===== src/rtl/uart_pkg.sv =====
// Shared encodings and constants for the multi-requester UART transmitter.
// The PARITY encoding is reserved even when UART_TX_PARITY_EN is not defined.
package uart_pkg;

   typedef enum logic [2:0] {
      S_IDLE   = 3'd0,
      S_START  = 3'd1,
      S_DATA   = 3'd2,
      S_PARITY = 3'd3,
      S_STOP   = 3'd4
   } state_t;

   localparam int   DATA_BITS       = 8;
   localparam logic UART_IDLE_LEVEL = 1'b1;

   function automatic logic even_parity(input logic [DATA_BITS-1:0] v);
      return ^v;
   endfunction

endpackage


===== src/rtl/uart_tx_sched_rr_arbiter.sv =====
// Combinational round-robin arbiter: the search starts at i_ptr and wraps.
// Returns a one-hot grant, the index of the winner, and a valid flag.
module rr_arbiter
   import uart_pkg::*;
#(
   parameter int N_REQ = 4,
   parameter int ID_W  = (N_REQ > 1) ? $clog2(N_REQ) : 1
) (
   input  logic [N_REQ-1:0] i_req,
   input  logic [ID_W-1:0]  i_ptr,
   output logic [N_REQ-1:0] o_grant,
   output logic [ID_W-1:0]  o_idx,
   output logic             o_valid
);

   logic w_found;

   always_comb begin
      // NOTE: every output gets a default before the loop, so no path through
      // the block can leave a value held over and infer a latch.
      o_grant = '0;
      o_idx   = '0;
      w_found = 1'b0;
      for (int k = 0; k < N_REQ; k++) begin
         if (!w_found && i_req[(int'(i_ptr) + k) % N_REQ]) begin
            w_found = 1'b1;
            o_grant[(int'(i_ptr) + k) % N_REQ] = 1'b1;
            o_idx = ID_W'((int'(i_ptr) + k) % N_REQ);
         end
      end
      o_valid = w_found;
   end

endmodule


===== src/rtl/uart_tx_sched.sv =====
// Round-robin UART transmit scheduler. It selects a requester, latches that byte and sends start, 8 data LSB-first, stop.
// Define UART_TX_PARITY_EN to insert an even-parity bit between the data bits and the stop bit.
module uart_tx_sched
   import uart_pkg::*;
#(
   parameter int N_REQ        = 4,
   parameter int CLKS_PER_BIT = 16,
   parameter int CNT_W        = $clog2(CLKS_PER_BIT),
   localparam int ID_W        = (N_REQ > 1) ? $clog2(N_REQ) : 1
) (
   input  logic                   clk,
   input  logic                   reset,
   input  logic [N_REQ-1:0]       req,
   input  logic [8*N_REQ-1:0]     data,
   output logic [N_REQ-1:0]       grant,
   output logic                   tx,
   output logic                   busy,
   output logic [ID_W-1:0]        cur_id
);

   state_t                 r_state;
   logic [CNT_W-1:0]       r_cnt;
   logic [2:0]             r_bit_idx;
   logic [DATA_BITS-1:0]   r_shift;
   logic [ID_W-1:0]        r_rr_ptr;
   logic [N_REQ-1:0]       r_grant;
   logic                   r_tx;
   logic                   r_busy;
   logic [ID_W-1:0]        r_cur_id;
`ifdef UART_TX_PARITY_EN
   logic                   r_parity;
`endif

   logic                   w_tick;
   logic [N_REQ-1:0]       w_arb_grant;
   logic [ID_W-1:0]        w_arb_idx;
   logic                   w_arb_valid;
   logic [DATA_BITS-1:0]   w_sel_byte;
   logic [ID_W-1:0]        w_next_ptr;
   logic                   w_line;

   rr_arbiter #(.N_REQ(N_REQ), .ID_W(ID_W)) u_arb (
      .i_req   (req),
      .i_ptr   (r_rr_ptr),
      .o_grant (w_arb_grant),
      .o_idx   (w_arb_idx),
      .o_valid (w_arb_valid)
   );

   assign w_tick     = (r_cnt == CNT_W'(CLKS_PER_BIT - 1));
   assign w_sel_byte = data[int'(w_arb_idx)*DATA_BITS +: DATA_BITS];
   assign w_next_ptr = (int'(w_arb_idx) == N_REQ - 1) ? '0 : w_arb_idx + ID_W'(1);

   // tx and busy are registered from the current state and trail it by one
   // cycle, so the grant pulse comes exactly one cycle before the first start-bit cycle.
   always_comb begin
      w_line = UART_IDLE_LEVEL;
      case (r_state)
         S_START:  w_line = ~UART_IDLE_LEVEL;
         S_DATA:   w_line = r_shift[0];
`ifdef UART_TX_PARITY_EN
         S_PARITY: w_line = r_parity;
`endif
         default:  w_line = UART_IDLE_LEVEL;
      endcase
   end

   always_ff @(posedge clk) begin
      if (reset) begin
         r_state   <= S_IDLE;
         r_cnt     <= '0;
         r_bit_idx <= '0;
         r_shift   <= '0;
         r_rr_ptr  <= '0;
         r_grant   <= '0;
         r_tx      <= UART_IDLE_LEVEL;
         r_busy    <= 1'b0;
         r_cur_id  <= '0;
`ifdef UART_TX_PARITY_EN
         r_parity  <= 1'b0;
`endif
      end else begin
         // NOTE: state registers use non-blocking assignments so every branch
         // reads the values from before this edge, whatever the statement order.
         r_grant <= '0;
         r_tx    <= w_line;
         r_busy  <= (r_state != S_IDLE);
         if (r_state == S_IDLE) r_cnt <= '0;
         else                   r_cnt <= w_tick ? '0 : r_cnt + CNT_W'(1);

         case (r_state)
            S_IDLE: begin
               r_bit_idx <= '0;
               if (w_arb_valid) begin
                  r_grant  <= w_arb_grant;
                  r_shift  <= w_sel_byte;
                  r_cur_id <= w_arb_idx;
                  r_rr_ptr <= w_next_ptr;
`ifdef UART_TX_PARITY_EN
                  r_parity <= even_parity(w_sel_byte);
`endif
                  r_state  <= S_START;
               end
            end
            S_START: if (w_tick) r_state <= S_DATA;
            S_DATA: begin
               if (w_tick) begin
                  r_shift   <= r_shift >> 1;
                  r_bit_idx <= r_bit_idx + 3'd1;
                  if (r_bit_idx == 3'(DATA_BITS - 1)) begin
`ifdef UART_TX_PARITY_EN
                     r_state <= S_PARITY;
`else
                     r_state <= S_STOP;
`endif
                  end
               end
            end
`ifdef UART_TX_PARITY_EN
            S_PARITY: if (w_tick) r_state <= S_STOP;
`endif
            S_STOP: if (w_tick) r_state <= S_IDLE;
            default: r_state <= S_IDLE;
         endcase
      end
   end

   assign grant  = r_grant;
   assign tx     = r_tx;
   assign busy   = r_busy;
   assign cur_id = r_cur_id;

endmodule


===== config.mk =====
export PLATFORM = sky130hd
export DESIGN_NAME = uart_tx_sched
export DESIGN_NICKNAME = d
export VERILOG_FILES = /design/src/rtl/uart_pkg.sv /design/src/rtl/uart_tx_sched_rr_arbiter.sv /design/src/rtl/uart_tx_sched.sv
export SDC_FILE = /design/constraint.sdc
export NUM_CORES = 1
export LEC_CHECK = 0
export ABC_AREA = 1
export ABC_CLOCK_PERIOD_IN_PS = 5590
export CAP_MARGIN = 10
export CORE_UTILIZATION = 35
export CTS_BUF_LIST = sky130_fd_sc_hd__clkbuf_2 sky130_fd_sc_hd__clkbuf_4 sky130_fd_sc_hd__clkbuf_8
export DETAILED_ROUTE_END_ITERATION = 8
export GPL_TIMING_DRIVEN = 0
export PLACE_DENSITY_LB_ADDON = 0.15
export SETUP_SLACK_MARGIN = 0.15
export SLEW_MARGIN = 30
export SYNTH_ARGS = -nofsm -noshare
export SYNTH_HDL_FRONTEND = slang
export SYNTH_HIERARCHICAL = 1
export SYNTH_SLANG_ARGS = --single-unit

===== constraint.sdc =====
create_clock -name clk -period 5.59 [get_ports clk]
set_clock_uncertainty 0.2 [all_clocks]
set_input_delay 1.118 -clock clk [delete_from_list [all_inputs] [get_ports clk]]
set_output_delay 1.118 -clock clk [all_outputs]
set_load 0.01 [all_outputs]

==> qor.yml <==
detailroute.via_count: 2015
result_of_the_run: "finished, final reports clean"
pre_repair_dr_iteration_count: 4
crit_start: "req[3]"
avgSynthCellArea_um2: 6.53
worst_reg2reg_endpoint: "r_shift[3]$_SDFFE_PP0P_"
die_width_um: 76.9
number_of_top_level_pins: 46
tritoncts: "built"
powerDensity_nw_per_um2: 533
cts_buffers: 3
antenna_cell_count: 0
grt_pass1_wl_um: 8290
most-common-layout-cells: "sky130_fd_sc_hd__nand2_1, sky130_fd_sc_hd__clkdlybuf4s50_1, sky130_fd_sc_hd__nor2_1"
worst_hold_slack_ns: 0.251
postSynthRegisterBits: 28
nFillCells: 577
detailed_place_hpwl_um: 3650
critical_path.endpoint: "r_shift[3]$_SDFFE_PP0P_"
power_switching_share_pct: 49.9
period_share_pct: 60.4
post_cts.repair.setup_buffers: 0
synth.yosys.seq_area_share_pct: 28.5
cts.hold.buffers_added: 0
wl_per_cell_um: 11.5
worst-endpoint-arrival_ns: 3.39
setup.worst_path.end_class: "flip-flop"
max_clock_freq_mhz: 296
fin_util_pct: 48.1
antenna_violating_nets_post_route: 0
groute.usage.overall_pct: 16.9
floorplan.initialDensity_pct: 37.3
timing.slew.headroom_pct: 72.3
syn_area_um2: 1960
post_synth_inst_count: 301
grt_max_degree: 15
report.final.slew_viol_count: 0
power_frac_seq_pct: 22.2
grt_pass1_vias: 1840
cellLeakagePower_uw: 0.00117
syn_to_final_growth_pct: 29.0
share_clk_of_total_power_pct: 7.9
net_sw_power_uw: 673
worst_skew_pair.late_latency_ns: 0.27
tightest_slew_ns: 0.415
tritoncts_num_sinks: 28
vdd_ir_drop_max_v: 0.000226
mostFrequentLayoutCell: "sky130_fd_sc_hd__nand2_1"
setup_tns_final_ns: 0
detail_route.vias_per_cell: 4.82
number_of_hold_violations_in_the_final_report: 0
worst_setup_path_start_kind: "primary input"
grt_antenna_before_repair: 0
ctsHtreeMaxLevel: 1
worst_ep_required_time_ns: 5.60
fp.coreArea_um2: 5270
gpl.final_weighted_congestion: 0.828
io_buffer_count: 44
period_needed_ns: 3.38
cts_resized: 0
worst_setup_hold_path_clk_slew_ns: 0.09
cts_max_path_buffers: 2
power_report.internal_total_uw: 676
detail_route.drc_violations: 0
criticalPathCategory: "in2reg"
setup_violations: 0
fp.dieH_um: 76.9
globalRouteOverflowTotal: 0
yosys.cell_types.count: 27
fraction_of_power_consumed_by_combinational_cells_pct: 69.9
regToRegStartpoint: "r_rr_ptr[0]$_SDFFE_PP0P_"
std_cell_rows: 26
grt_setup_unrepaired: "no"
drt_wl_total_um: 4820
ys_warn_count: 6
cp_max_fo: 10
nets: 397
power.total_uw: 1350
detailedRoute.firstIterationViolations: 88
syn_nets: 348
r2r_cells: 14
layout-drive-gt1-share_pct: 11.5
setup.reg_to_reg.worst_slack_ns: 2.54
maxCapViolations: 0
clock_tree.root_cell: "sky130_fd_sc_hd__clkbuf_8"
fp.dieArea_um2: 5920
hold_path_class: "reg2reg"
[flip-flops by register name, summed over array words and instances (netlist names)]
| signal | flops |
|---|---|
| busy | 1 |
| cur_id | 2 |
| grant | 4 |
| r_bit_idx | 3 |
| r_cnt | 4 |
| r_rr_ptr | 2 |
| r_shift | 8 |
| r_state | 3 |
| tx | 1 |
[per-layer routing]
| layer | global-route usage, % | share of wire [%] | vias up |
|---|---|---|---|
| met4 | 1.92 | 0.44 | 0 |
| met3 | 3.10 | 5.6 | 2 |
| met1 | 22.7 | 49 | 897 |
| met5 | 0 | 0 | - |
| met2 | 28.7 | 45 | 54 |
| li1 | - | - | 1062 |
[per-stage QoR]
step	instance area (µm²)	setup slack, ns	instances
final	2530	2.21	418
after global routing	2530	2.00	418
after global placement	2490	1.97	415
after floorplan	1960	2.75	301
after CTS	2530	2.20	418
after detailed placement	2490	1.92	415
[cell usage after synthesis, drive strengths merged]
library cell | instances | area (µm²)
a21oi | 29 | 156
nand3b | 1 | 7.51
nand4 | 7 | 43.8
buf | 11 | 88.8
xor2 | 1 | 8.76
nand2 | 95 | 387
o21ai | 12 | 60.1
a21boi | 4 | 30.0
dfxtp | 28 | 561
ha | 9 | 113
nand3 | 33 | 188
xnor2 | 1 | 8.76
o31ai | 1 | 12.5
nor2 | 37 | 176
nor3 | 1 | 5.00
inv | 31 | 119
[critical path, cell delays in order]
cell and delay (ns):
sky130_fd_sc_hd__clkdlybuf4s50_1 0.45, sky130_fd_sc_hd__inv_1 0.07, sky130_fd_sc_hd__nand2_1 0.09, sky130_fd_sc_hd__nand3_4 0.15, sky130_fd_sc_hd__nand2_4 0.07, sky130_fd_sc_hd__nor2_1 0.33
sky130_fd_sc_hd__a21oi_1 0.12, sky130_fd_sc_hd__nand3_1 0.15, sky130_fd_sc_hd__buf_6 0.16, sky130_fd_sc_hd__buf_2 0.24, sky130_fd_sc_hd__a21oi_1 0.10, sky130_fd_sc_hd__a21oi_1 0.19
sky130_fd_sc_hd__nor2_1 0.07, sky130_fd_sc_hd__nor2_1 0.07
[cell families (layout without fill, tap and decap cells)]
logic type / count (synthesis) / after routing / synth area share, %
AOI/OAI and AO/OA: 46 / 46 / 13.2
and+or+nand+nor: 174 / 174 / 41.1
xor gates and xnor gates: 2 / 2 / 0.892
adders and majority gates: 9 / 9 / 5.73
DFF: 28 / 28 / 28.5
buffers and inverters: 42 / 89 / 10.6
[layout make-up]
| cell class | count | area (µm²) | share of cell area (%) |
|---|---|---|---|
| plain buffers | 11 | 88.8 | 3.51 |
| clock buffers | 3 | 41.3 | 1.63 |
| inverters | 31 | 119 | 4.69 |
| multi-input cells | 231 | 1200 | 47.2 |
| flip-flops and latches | 28 | 561 | 22.1 |
| well taps | 70 | 87.6 | 3.46 |
| repair buffers | 44 | 440 | 17.4 |
[worst min path at each step]
stage | start | to | slack, ns | cells past startpoint
2_1_floorplan | r_cnt[0]$_SDFF_PP0_ | r_cnt[0]$_SDFF_PP0_ | 0.22 | 1
3_3_place_gp | r_cnt[0]$_SDFF_PP0_ | r_cnt[0]$_SDFF_PP0_ | 0.23 | 1
3_5_place_dp | r_cnt[0]$_SDFF_PP0_ | r_cnt[0]$_SDFF_PP0_ | 0.24 | 1
4_1_cts | r_cnt[0]$_SDFF_PP0_ | r_cnt[0]$_SDFF_PP0_ | 0.26 | 1
5_1_grt | r_cnt[0]$_SDFF_PP0_ | r_cnt[0]$_SDFF_PP0_ | 0.29 | 1
6_report | r_cnt[0]$_SDFF_PP0_ | r_cnt[0]$_SDFF_PP0_ | 0.25 | 1
[power groups by stage]
stage,sequential [µW],combinational (µW),clock [µW]
2_1_floorplan,307,706,0
3_3_place_gp,303,939,0
3_5_place_dp,304,945,0
4_1_cts,300,949,112
5_1_grt,307,1070,119
6_report,300,943,106
(Power assumes the default switching activity.)
